[src/rtl/fm_logo_pkg.sv]
// Shared types and constants for the FM logo RAM slot front-end.
package fm_logo_pkg;

  localparam int unsigned ADDR_W     = 16;
  localparam int unsigned RAM_AW     = 14;
  localparam int unsigned DATA_W     = 8;

  typedef enum logic [2:0] {
    ST_IDLE,
    ST_RD_ADDR,
    ST_RD_LATCH,
    ST_HOLD,
    ST_WR
  } state_t;

  localparam logic [1:0]        PAGE1_SEL     = 2'b01;
  localparam logic [ADDR_W-1:0] REG_LO_ADDR   = 16'h5FFE;
  localparam logic [ADDR_W-1:0] REG_HI_ADDR   = 16'h5FFF;
  localparam logic [DATA_W-1:0] DEF_UNLOCK_LO = 8'h4D;
  localparam logic [DATA_W-1:0] DEF_UNLOCK_HI = 8'h69;
  localparam logic [RAM_AW-1:0] DEF_WR_TOP    = 14'h1FFD;

  // Page 1 is already decoded, so the register window is matched on the RAM offset.
  function automatic logic is_reg_offset(input logic [RAM_AW-1:0] ofs);
    return (ofs == REG_LO_ADDR[RAM_AW-1:0]) || (ofs == REG_HI_ADDR[RAM_AW-1:0]);
  endfunction

endpackage

[src/rtl/fm_logo_unlock_regs.sv]
// Two write-unlock registers at 0x5FFE/0x5FFF with read mux and unlocked flag.
module fm_logo_unlock_regs
  import fm_logo_pkg::*;
#(
  parameter logic [7:0] UNLOCK_LO = DEF_UNLOCK_LO,
  parameter logic [7:0] UNLOCK_HI = DEF_UNLOCK_HI
) (
  input  logic       clock,
  input  logic       reset_n,
  input  logic       wr_en,
  input  logic       sel,
  input  logic [7:0] wr_data,
  output logic [7:0] rd_data_c,
  output logic       unlocked_c
);

  logic [7:0] reg_lo;
  logic [7:0] reg_hi;

  always_ff @(posedge clock) begin
    if (!reset_n) begin
      reg_lo <= 8'h00;
      reg_hi <= 8'h00;
    end else if (wr_en) begin
      if (sel) reg_hi <= wr_data;
      else     reg_lo <= wr_data;
    end
  end

  assign rd_data_c  = sel ? reg_hi : reg_lo;
  assign unlocked_c = (reg_lo == UNLOCK_LO) && (reg_hi == UNLOCK_HI);

endmodule

[src/rtl/fm_logo_slot.sv]
// Z80 page-1 slot front-end for the FM logo RAM: wait-state insertion and write unlock gating.
module fm_logo_slot
  import fm_logo_pkg::*;
#(
  parameter logic [7:0]  UNLOCK_LO = DEF_UNLOCK_LO,
  parameter logic [7:0]  UNLOCK_HI = DEF_UNLOCK_HI,
  parameter logic [13:0] WR_TOP    = DEF_WR_TOP
) (
  input  logic        clock,
  input  logic        reset_n,
  input  logic        cs,
  input  logic [15:0] addr,
  input  logic        mreq_n,
  input  logic        rd_n,
  input  logic        wr_n,
  input  logic [7:0]  data_in,
  output logic [7:0]  data_out,
  output logic        data_oe,
  output logic        wait_n,
  output logic [13:0] ram_address,
  output logic [7:0]  ram_data,
  output logic        ram_wren,
  input  logic [7:0]  ram_q
);

  state_t      state;
  state_t      state_nx;
  logic        wait_n_nx;
  logic        data_oe_nx;
  logic [7:0]  data_out_nx;
  logic [13:0] ram_address_nx;
  logic [7:0]  ram_data_nx;
  logic        ram_wren_nx;
  logic        reg_we_c;
  logic        reg_hit_c;
  logic        access_c;
  logic        rd_req_c;
  logic        wr_req_c;
  logic [7:0]  reg_rd_c;
  logic        unlocked_c;

  // Both strobes low is not an access.
  assign access_c  = cs && !mreq_n && (addr[15:14] == PAGE1_SEL) && (rd_n ^ wr_n);
  assign rd_req_c  = access_c && !rd_n;
  assign wr_req_c  = access_c && !wr_n;
  assign reg_hit_c = is_reg_offset(ram_address);

  fm_logo_unlock_regs #(
    .UNLOCK_LO (UNLOCK_LO),
    .UNLOCK_HI (UNLOCK_HI)
  ) u_unlock_regs (
    .clock      (clock),
    .reset_n    (reset_n),
    .wr_en      (reg_we_c),
    .sel        (ram_address[0]),
    .wr_data    (ram_data),
    .rd_data_c  (reg_rd_c),
    .unlocked_c (unlocked_c)
  );

  always_ff @(posedge clock) begin
    if (!reset_n) begin
      state       <= ST_IDLE;
      wait_n      <= 1'b1;
      data_oe     <= 1'b0;
      data_out    <= 8'hFF;
      ram_address <= 14'h0000;
      ram_data    <= 8'h00;
      ram_wren    <= 1'b0;
    end else begin
      state       <= state_nx;
      wait_n      <= wait_n_nx;
      data_oe     <= data_oe_nx;
      data_out    <= data_out_nx;
      ram_address <= ram_address_nx;
      ram_data    <= ram_data_nx;
      ram_wren    <= ram_wren_nx;
    end
  end

  always_comb begin
    state_nx       = state;
    wait_n_nx      = wait_n;
    data_oe_nx     = data_oe;
    data_out_nx    = data_out;
    ram_address_nx = ram_address;
    ram_data_nx    = ram_data;
    ram_wren_nx    = 1'b0;
    reg_we_c       = 1'b0;
    case (state)
      ST_IDLE: begin
        if (rd_req_c) begin
          ram_address_nx = addr[13:0];
          wait_n_nx      = 1'b0;
          state_nx       = ST_RD_ADDR;
        end else if (wr_req_c) begin
          ram_address_nx = addr[13:0];
          ram_data_nx    = data_in;
          state_nx       = ST_WR;
        end
      end
      ST_RD_ADDR: state_nx = ST_RD_LATCH;
      ST_RD_LATCH: begin
        data_out_nx = reg_hit_c ? reg_rd_c : ram_q;
        data_oe_nx  = 1'b1;
        wait_n_nx   = 1'b1;
        state_nx    = ST_HOLD;
      end
      ST_WR: begin
        if (reg_hit_c) reg_we_c = 1'b1;
        else if (unlocked_c && (ram_address <= WR_TOP)) ram_wren_nx = 1'b1;
        state_nx = ST_HOLD;
      end
      // One action per bus cycle: wait for the strobe or select to go away.
      ST_HOLD: begin
        if (mreq_n || !cs) begin
          data_oe_nx  = 1'b0;
          data_out_nx = 8'hFF;
          state_nx    = ST_IDLE;
        end
      end
      default: state_nx = ST_IDLE;
    endcase
  end

endmodule

[config.mk]
export PLATFORM = sky130hd
export DESIGN_NAME = fm_logo_slot
export DESIGN_NICKNAME = d
export VERILOG_FILES = /design/src/rtl/fm_logo_pkg.sv /design/src/rtl/fm_logo_unlock_regs.sv /design/src/rtl/fm_logo_slot.sv
export SDC_FILE = /design/constraint.sdc
export NUM_CORES = 1
export LEC_CHECK = 0
export CAP_MARGIN = 10
export CORE_MARGIN = 2
export CORE_UTILIZATION = 46
export CTS_BUF_LIST = sky130_fd_sc_hd__clkbuf_4
export DETAILED_ROUTE_END_ITERATION = 7
export PLACE_DENSITY = 0.88
export SLEW_MARGIN = 20
export SYNTH_ARGS = -nofsm -noshare
export SYNTH_HDL_FRONTEND = slang
export SYNTH_SLANG_ARGS = --single-unit
[constraint.sdc]
create_clock -name clock -period 4.8 [get_ports clock]
set_clock_uncertainty 0.2 [all_clocks]
set_input_delay 0.96 -clock clock [delete_from_list [all_inputs] [get_ports clock]]
set_output_delay 0.96 -clock clock [all_outputs]
set_load 0.05 [all_outputs]
# Yosys cells after proc, flatten, opt, wreduce, memory -nomap -nowiden
# Index checks and enable logic that the tools add are counted.
# op_classes
reduce_logical	26
order_cmp	1
n_bitwise	5
n_mux	17
eq_ne	12
# op_table
cell	count
$eq 14x13->1 const B	2
$mux 14	2
$mux 8	3
$eq 8x7->1 const B	2
$pmux 8 s2	1
$le 14x13->1 const B	1
$pmux 3 s4	1
$reduce_and 2->1	6
$mux 3	3
$logic_and 1x1->1	7
$eq 3x2->1 const B	2
$reduce_bool 2->1	3
$mux 1	5
$logic_not 1->1	4
$ne 2x2->1 const B	2
$not 1->1	4
$pmux 1 s2	2
$eq 3x1->1 const B	1
$eq 3x3->1 const B	1
$logic_not 3->1	1
$ne 3x3->1 const B	1
$reduce_and 3->1	1
$reduce_or 3->1	1
$eq 2x1->1 const B	1
other kinds (3)	4
# totals
register_bits	52
output_inout_bits	33
in_bits	38

# Longest topological paths before layout
# Gate-level depths: netlist (run 1).
# depth
word_depth	8
mapped_depth	6
depth_no_buf	4

# By module
# From an unflattened synthesis (run 1), not the netlist that was laid out.
# unflattened
cells_unflattened	281
hier_area_um2	2601.2
# by_module_without_submodules
mod	seq_area_each_um2	area_per_inst_um2	cells_per_inst	instances
fm_logo_slot	720.7	1823.0	204	1
fm_logo_unlock_regs	320.3	778.2	77	1

# Worst setup path after synthesis (run 1)
# Ideal clock, no wire load.
# synth_timing
path_kind	input port to flip-flop
start	input port mreq_n
end	register ram_address[7]
required_ns	4.482
path_buffers	1
setup_ns	0.118
slack_ns	2.691
arrival_ns	1.792
path_stages	5
path_cell_list	and4bb_2 nand3_2 buf_6 mux2i_1 nor2b_1
# synth_via
elab_chain_len	7
word_cells_on_any_way	9
# synth_rtl
item	line_no	source
start: declaration	fm_logo_slot.sv:13	input logic mreq_n,
$logic_not 1->1 *	fm_logo_slot.sv:43	assign access_c = cs && !mreq_n && (addr[15:14] == PAGE1_SEL) && (rd_n ^ wr_n);
$logic_and 1x1->1 * (3 in series)	fm_logo_slot.sv:43	
$logic_and 1x1->1, on equally long branches	fm_logo_slot.sv:44, fm_logo_slot.sv:45	
$reduce_bool 2->1 (no line)	-	
$reduce_and 2->1 (no line)	-	
end signal: assignment	fm_logo_slot.sv:75	ram_address <= ram_address_nx;
end: declaration	fm_logo_slot.sv:20	output logic [13:0] ram_address,
# Mark *: on every way between the ends. The rest lies on a longest branch, timed or not.
# A chain may end at the register's enable or synchronous reset.

# Final worst setup path (run 1)
# layout_timing
start	register ram_address[0]
end	output port ram_address[0]
# No word-level cell between the ends.

==> impl_metrics.yaml, run 1 <==
clock_network:
  cts_buffer_depth: 2
  postCtsSetupRepairBufs: 0
  root_buffer: "clkbuf_4"
  cts_buffers: 5
  postCtsHoldBufs: 0
  cts_resized: 0
  htreeDepth: 2
  clk_pin_slew_ps: 140
  clkLatencyLatePin_ps: 370
  clock-sinks: 52
  cts_tree: "built"
floorplan:
  die_y_um: 75.03
  die-area_um2: 5630
  fp-row-count: 25
  start_util: 0.4850
  die_w_um: 75.03
  core_um2: 4786
  io_pins: 71
sta:
  fmax_ghz: 0.3205
  setup_tns_ps: 0
  drv_slew: 0
  worst_pin_slew_ps: 960.5
  min_period_ps: 3120
  hold_violations: 0
  finalCritPeriodShare: 0.6500
  setup_slack_ps: 1680
  finalSetupViolCount: 0
  timing.slew.headroom: 0.3549
  rsz0062_at_grt: "no"
finish:
  fillerInstances: 400
  syn2layout_area_growth_pct: 34.12
  final_area_um2: 3113
  finalCoreUtilization: 0.6505
  drive_gt1_frac: 0.08865
  nets: 319
  seqCellArea_um2: 1041
  multi_input_area_um2: 1201
  diodes: 0
synth:
  yosys_warnings: 0
  synth.distinct_cells: 40
  yosysMostFrequentCell: "dfxtp_1"
  synthesis.area_um2: 2321
  ys_async_sr_fraction: 0
  ys_seq_elements: 52
  ys_seq_area_frac: 0.4485
  syn_nets: 254
  avgSynthCellArea_um2: 10.75
  netlist_top_cells_count: "dfxtp_1 (52), mux2i_1 (46), nand2_1 (29)"
  synth_edf_count: 0
  yosysTopAreaCell: "dfxtp_1"
  netlist_instances: 216
  synth_area_leaders: "dfxtp_1 (45%), mux2i_1 (20%), nor2b_1 (6.2%)"
  synth_top_cell_area_share: 0.4485
  yosys_most_used_dff: "dfxtp_1"
setup_path:
  worstPathMaxFanout: 12
  r2r_start: "ram_address[3]$_SDFFE_PN0P_"
  cp_slowest_cell: "clkdlybuf4s50_1"
  required_ps: 3640
  critPathArrivalTime_ps: 1960
  rrSetupSlack_ps: 2150
  cp-startpoint: "ram_address[0]$_SDFFE_PN0P_"
  crit_path_start_kind: "flop"
  cp_cell_sequence: "clkdlybuf4s50_1"
  rr_endpoint: "u_unlock_regs.reg_lo[2]$_SDFFE_PN0P_"
  cp-endpoint: "ram_address[0]"
  crit_type: "flop to output port"
  cp_slowest_stage_delay_ps: 910
  crit_buf_inv: 1
  cp.depth: 1
  reg2reg_depth: 4
  cp-end-kind: "output port"
  crit_family: "buffers and inverters"
route:
  vias: 1760
  drc: 0
  drt_pass1_iterations: 4
  viasPerCell: 5.043
  routed_wl_um: 4886
  wl_per_cell_um: 14.00
  ant_nets: 0
  drt_iter0_drc: 58
grt:
  grt_overflow_total: 0
  grt_pass1_vias: 1649
  antenna_found_initial: 0
  grt_pass1_wl_um: 7659
  grt_start_max_net_pins: 40
  track_usage: 0.1792
run_status:
  status: "complete, no violations"
power:
  ir_drop_mv: 0.1257
  total_power_uw: 782.2
  leakagePower_uw: 0.001370
  power_density_nw_per_um2: 251.3
place:
  hpwl_um: 3528
  place_area_um2: 3038
  place_congestion: 0.7902
  dp_slack_ps: 1856
  port_buffers: 70
run:
  cap_violations: 0
hold_path:
  hp-class: "flop to flop"
==> metal layers <==
metal / track usage / part of all wire
met5: 0 / 0
met4: 0.07341 / 0.021
met3: 0.04284 / 0.054
met2: 0.2797 / 0.46
met1: 0.2387 / 0.47
==> worst reg2reg max path, delay by kind of cell (launching register included) <==
kind,cells,cell delay (ps)
muxes,1,360
DFF,1,400
and+or+nand+nor,3,1620
==> per-stage QoR <==
step	hold WS [ps]	std cells
global placement	257.1	341
CTS	288.1	349
global route	305.6	349
finish	287.8	349
detailed placement	269.1	341
floorplan	242.4	216
==> layout make-up <==
class,instances,share of cell area
sequential,52,0.3344
timing repair buffer,71,0.2275
clock buffer,5,0.01206
multi-input combinational,150,0.3859
tap,67,0.02693
clock inverter,3,0.01206
inverter,1,0.001206
==> report_power, final <==
group | total [uW] | switching (uW) | internal (uW)
Sequential | 446 | 7.44 | 439
Combinational | 98.7 | 45.6 | 53.0
Clock | 238 | 131 | 107
==> worst min-delay path by stage <==
stage | startpoint | to | slack [ps] | cells past startpoint
2_1_floorplan | u_unlock_regs.reg_lo[2]$_SDFFE_PN0P_ | ram_wren$_SDFF_PP0_ | 240 | 2
3_3_place_gp | u_unlock_regs.reg_hi[0]$_SDFFE_PN0P_ | u_unlock_regs.reg_hi[0]$_SDFFE_PN0P_ | 260 | 2
3_5_place_dp | u_unlock_regs.reg_hi[0]$_SDFFE_PN0P_ | u_unlock_regs.reg_hi[0]$_SDFFE_PN0P_ | 270 | 2
4_1_cts | u_unlock_regs.reg_hi[0]$_SDFFE_PN0P_ | u_unlock_regs.reg_hi[0]$_SDFFE_PN0P_ | 290 | 2
5_1_grt | data_out[0]$_SDFFE_PN1P_ | data_out[0]$_SDFFE_PN1P_ | 310 | 1
6_report | u_unlock_regs.reg_hi[0]$_SDFFE_PN0P_ | u_unlock_regs.reg_hi[0]$_SDFFE_PN0P_ | 290 | 2
==> sequential cells by signal (all words and copies together) (netlist names) <==
register / flops
data_out: 8
ram_address: 14
u_unlock_regs.reg_hi: 8
ram_wren: 1
state: 3
wait_n: 1
ram_data: 8
data_oe: 1
u_unlock_regs.reg_lo: 8
==> cells in the final DEF (no fill, tap or decap), drive strengths merged, types with 2 or more instances in the layout <==
cell type      count
nand4              2
clkbuf             5
nand3              4
nor3b              2
nand2b             2
nor2b             23
mux2i             46
clkdlybuf4s50     70
o21ai              3
nand4b             2
a2bb2oi            8
dfxtp             52
mux2               8
a21o               2
clkinv             2
nor3               4
nand2             30
==> cells by family (layout without fill, tap and decap cells) <==
family / after synthesis / in the layout / share of synthesized area
buffers and inverters: 14 / 80 / 0.03396
and+or+nand+nor: 77 / 77 / 0.2167
xor gates and xnor gates: 2 / 2 / 0.007549
DFF: 52 / 52 / 0.4485
muxes: 54 / 54 / 0.2372
AOI/OAI and AO/OA: 17 / 17 / 0.05607
No activity file was read; power rests on OpenSTA's default activity.
==> run 2, diff against run 1 <==
==> constraint.sdc (replaced) <==
create_clock -name clock -period 3.15 [get_ports clock]
set_clock_uncertainty 0.2 [all_clocks]
set_input_delay 0.63 -clock clock [delete_from_list [all_inputs] [get_ports clock]]
set_output_delay 0.63 -clock clock [all_outputs]
set_load 0.05 [all_outputs]
==> run 2 against run 1 <==
Effect of this change: setup slack worse by 1000 ps; sequential share of layout area is 0.054 points higher; utilization is 0.10 points lower; routed wire length is 0.16% lower; non-clock buffer count is 2 higher; final cell count is 0.57% higher; via count is 1.5% lower; clock power is 26% higher; global-route usage is 0.051 points higher; critical path type unchanged; critical endpoint is now ram_address[9].
==> impl_metrics.yaml, run 2 (synthesis results as in run 1) <==
setup_path:
  crit_path_start_kind: "flop"
  cp_cell_sequence: "clkdlybuf4s50_1"
  r2r_start: "ram_address[3]$_SDFFE_PN0P_"
  required_ps: 2320
  cp.depth: 1
  cp_slowest_stage_delay_ps: 850
  cp_slowest_cell: "clkdlybuf4s50_1"
  crit_buf_inv: 1
  crit_family: "buffers and inverters"
  reg2reg_depth: 5
  cp-end-kind: "output port"
  critPathArrivalTime_ps: 1640
  crit_type: "flop to output port"
  worstPathMaxFanout: 3
  cp-startpoint: "ram_address[9]$_SDFFE_PN0P_"
floorplan:
  fp-row-count: 25
  start_util: 0.4850
  die_w_um: 75.03
  core_um2: 4786
  io_pins: 71
  die-area_um2: 5630
  die_y_um: 75.03
sta:
  min_period_ps: 2466
  finalSetupViolCount: 0
  hold_violations: 0
  drv_slew: 0
  fmax_ghz: 0.4055
  worst_pin_slew_ps: 617.1
  timing.slew.headroom: 0.5868
  setup_tns_ps: 0
  rsz0062_at_grt: "no"
  finalCritPeriodShare: 0.7829
  hold_ws_ps: 287.9
grt:
  grt_overflow_total: 0
  grt_pass1_wl_um: 7590
  antenna_found_initial: 0
  grt_start_max_net_pins: 44
  grt_pass1_vias: 1613
  track_usage: 0.1797
finish:
  mostFrequentLayoutCell: "clkdlybuf4s50_1"
  final_cell_mix: "clkdlybuf4s50_1 (70), dfxtp_1 (52), mux2i_1 (46)"
  nets: 321
  multi_input_area_um2: 1201
  syn2layout_area_growth_pct: 33.91
  finalCoreUtilization: 0.6494
  diodes: 0
  final_area_um2: 3108
  largest_register: "ram_address"
  seqCellArea_um2: 1041
  largest_register_ffs: 14
  drive_gt1_frac: 0.09859
  fillerInstances: 435
route:
  routed_wl_um: 4878
  drt_pass1_iterations: 4
  drt_iter0_drc: 86
  viasPerCell: 4.940
  ant_nets: 0
  vias: 1734
  wl_per_cell_um: 13.90
  drc: 0
power:
  total_power_uw: 1129
  ir_drop_mv: 0.3037
  p_int_uw: 836.2
  switching_power_uw: 292.6
  clkPwrFrac: 0.265
  power_density_nw_per_um2: 363.2
  p_seq_frac: 0.601
  swShare: 0.2592
  leakagePower_uw: 0.001373
  combPwrFrac: 0.134
clock_network:
  clkLatencyLatePin_ps: 370
  cts_buffers: 5
  clock-sinks: 52
  postCtsSetupRepairBufs: 0
  cts_buffer_depth: 2
  root_buffer: "clkbuf_4"
  postCtsHoldBufs: 0
  cts_resized: 0
  clk_pin_slew_ps: 150
  cts_tree: "built"
  htreeDepth: 2
run_status:
  status: "complete, no violations"
place:
  hpwl_um: 3532
  port_buffers: 70
  place_area_um2: 3053
  place_congestion: 0.7505
hold_path:
  min-delay-start: "u_unlock_regs.reg_hi[3]$_SDFFE_PN0P_"
  holdPathStages: 2
  hp-class: "flop to flop"
run:
  cap_violations: 0
## run 2: cell count changes in the layout (fill, tap and decap cells not counted), sizes merged
cell    before  now
buf          1    3
bufinv       1    0
inv          1    2
## run 2: path summary, 6_finish.rpt
kind	endpoint	slack (ps)
setup / recovery	ram_address[9]	680
setup reg to reg	u_unlock_regs.reg_lo[0]$_SDFFE_PN0P_	1090
hold reg to reg	u_unlock_regs.reg_hi[3]$_SDFFE_PN0P_	290
hold / removal	u_unlock_regs.reg_hi[3]$_SDFFE_PN0P_	290
## run 2: per-stage QoR
stage                     cells  setup slack [ps]
after CTS                   351             664.9
after global routing        351             594.5
after global placement      343             611.1
final                       351             683.8
after floorplan             216              1204
after detailed placement    343             526.1
## run 2: layout make-up
cell class / count / area share
clock buffers: 5 / 0.01208
clock inverters: 3 / 0.005636
inverters: 1 / 0.001208
multi-input cells: 150 / 0.3865
flip-flops and latches: 52 / 0.3349
well taps: 67 / 0.02697
repair buffers: 73 / 0.2327
## run 2: per-layer routing
| layer | vias to the layer above | GRT usage | routed length [um] |
|---|---|---|---|
| met1 | 796 | 0.2435 | 2404 |
| met3 | 4 | 0.04552 | 209 |
| met2 | 43 | 0.2865 | 2224 |
| li1 | 891 | - | - |
| met4 | 0 | 0.04762 | 40 |
| met5 | - | 0 | 0 |
## run 2: tightest hold or removal path: stages, from the launching register on
cell	delay (ps)
dfxtp_1	350
nand2_1	60
mux2i_1	60
## run 2: power by group through the flow
stage	registers, uW	clock network [uW]	logic, uW
after floorplan	720	0	51.7
after global placement	693	0	149
after detailed placement	693	0	151
after CTS	679	304	152
after global routing	681	337	161
final	679	299	151
==> run 3, diff against run 2 <==
==> constraint.sdc (replaced) <==
create_clock -name clock -period 2.6 [get_ports clock]
set_clock_uncertainty 0.2 [all_clocks]
set_input_delay 0.52 -clock clock [delete_from_list [all_inputs] [get_ports clock]]
set_output_delay 0.52 -clock clock [all_outputs]
set_load 0.05 [all_outputs]
==> run 3 against run 2 <==
Effect of this change: final area grew 1.2%; final cell count grew 0.28%; first-iteration DRC count shrank 13%; critical endpoint is now ram_address[8]; power grew 30%; count of clock-buffer cells in the layout is the same; sequential cell count is the same; combinational power grew 21%; critical path depth is the same; die area is the same; routed wire length shrank 1.0%; highest routed layer unchanged; non-clock buffer count grew 1.
==> impl_metrics.yaml, run 3 (synthesis results as in run 1) <==
power:
  p_int_uw: 1114
  leakagePower_uw: 0.001390
  swShare: 0.2435
  combPwrFrac: 0.124
  clkPwrFrac: 0.318
  power_density_nw_per_um2: 468.2
  ir_drop_mv: 0.3149
  switching_power_uw: 358.6
  total_power_uw: 1473
  p_seq_frac: 0.558
floorplan:
  die_y_um: 75.03
  fp-row-count: 25
  io_pins: 71
  start_util: 0.4850
  die_w_um: 75.03
  core_um2: 4786
  die-area_um2: 5630
finish:
  instances_no_fill: 352
  syn2layout_area_growth_pct: 35.53
  largest_register: "ram_address"
  largest_register_ffs: 14
  diodes: 0
  mostFrequentLayoutCell: "clkdlybuf4s50_1"
  drive_gt1_frac: 0.1053
  final_cell_mix: "clkdlybuf4s50_1 (70), dfxtp_1 (52), mux2i_1 (46)"
  nets: 322
setup_path:
  critPathArrivalTime_ps: 1650
  worstPathMaxFanout: 3
  cp_slowest_stage_delay_ps: 840
  cp_slowest_cell: "clkdlybuf4s50_1"
  crit_type: "flop to output port"
  cp_cell_sequence: "clkdlybuf4s50_1"
  cp.depth: 1
  cp-end-kind: "output port"
  crit_family: "buffers and inverters"
  required_ps: 1880
  crit_buf_inv: 1
  crit_path_start_kind: "flop"
  reg2reg_depth: 3
grt:
  antenna_found_initial: 0
  grt_pass1_vias: 1657
  track_usage: 0.1798
  grt_overflow_total: 0
  grt_pass1_wl_um: 7769
  grt_start_max_net_pins: 48
clock_network:
  cts_resized: 0
  htreeDepth: 2
  clock-sinks: 52
  clkLatencyLatePin_ps: 370
  cts_buffer_depth: 2
  postCtsHoldBufs: 0
  clk_pin_slew_ps: 150
  root_buffer: "clkbuf_4"
  postCtsSetupRepairBufs: 0
  cts_buffers: 5
  cts_tree: "built"
place:
  hpwl_um: 3601
  placed_cells: 344
  port_buffers: 70
  dp_slack_ps: 198.4
  place_congestion: 0.7579
route:
  routed_wl_um: 4828
  drt_iter0_drc: 75
  vias: 1753
  drt_pass1_iterations: 4
  wl_per_cell_um: 13.72
  ant_nets: 0
  drc: 0
  viasPerCell: 4.980
hold_path:
  holdPathStages: 2
  hp-class: "flop to flop"
sta:
  hold_ws_ps: 286.2
  fmax_ghz: 0.4224
  setup_slack_ps: 232.7
  rsz0062_at_grt: "no"
  finalSetupViolCount: 0
  hold_violations: 0
  worst_pin_slew_ps: 635.2
  timing.slew.headroom: 0.5747
  finalCritPeriodShare: 0.9105
  min_period_ps: 2367
  setup_tns_ps: 0
  drv_slew: 0
run:
  cap_violations: 0
run_status:
  status: "complete, no violations"
-- run 3: worst paths after layout --
path	start	end	slack, ps
worst max-delay path	ram_address[8]$_SDFFE_PN0P_	ram_address[8]	230
worst min-delay path	u_unlock_regs.reg_lo[2]$_SDFFE_PN0P_	ram_wren$_SDFF_PP0_	290
worst max register to register	state[1]$_SDFFE_PN0P_	data_out[7]$_SDFFE_PN1P_	730
worst min register to register	u_unlock_regs.reg_lo[2]$_SDFFE_PN0P_	ram_wren$_SDFF_PP0_	290
-- run 3: metal layers --
layer / share of wire / track usage / vias up
met2: 0.46 / 0.2817 / 46
met3: 0.043 / 0.02945 / 5
met4: 0.013 / 0.05754 / 0
li1: - / - / 898
met1: 0.49 / 0.2540 / 804
met5: 0 / 0 / -
-- run 3: tightest hold or removal path, delay by kind of cell (launching register included) --
kind | cells | cell delay (ps)
DFF | 1 | 350
and+or+nand+nor | 2 | 110
-- run 3: cell type report --
type	instances	area [um2]
timing repair buffer	74	730.7
clock inverter	3	47.55
inverter	1	3.754
fill	410	1640
sequential	52	1041
tap	67	83.83
multi-input combinational	150	1201
clock buffer	5	37.54
-- run 3: per-stage QoR --
stage	util	instance area [um2]
final	0.6573	3146
after global routing	0.6573	3146
after CTS	0.6573	3146
after detailed placement	0.6395	3060
after global placement	0.6395	3060
after floorplan	-	2321
-- run 3: power by group through the flow --
stage                     clock network (uW)  registers, uW  logic (uW)
after global routing                     508            825         194
final                                    468            822         182
after global placement                     0            839         181
after CTS                                480            823         184
after floorplan                            0            872        62.6
after detailed placement                   0            840         183
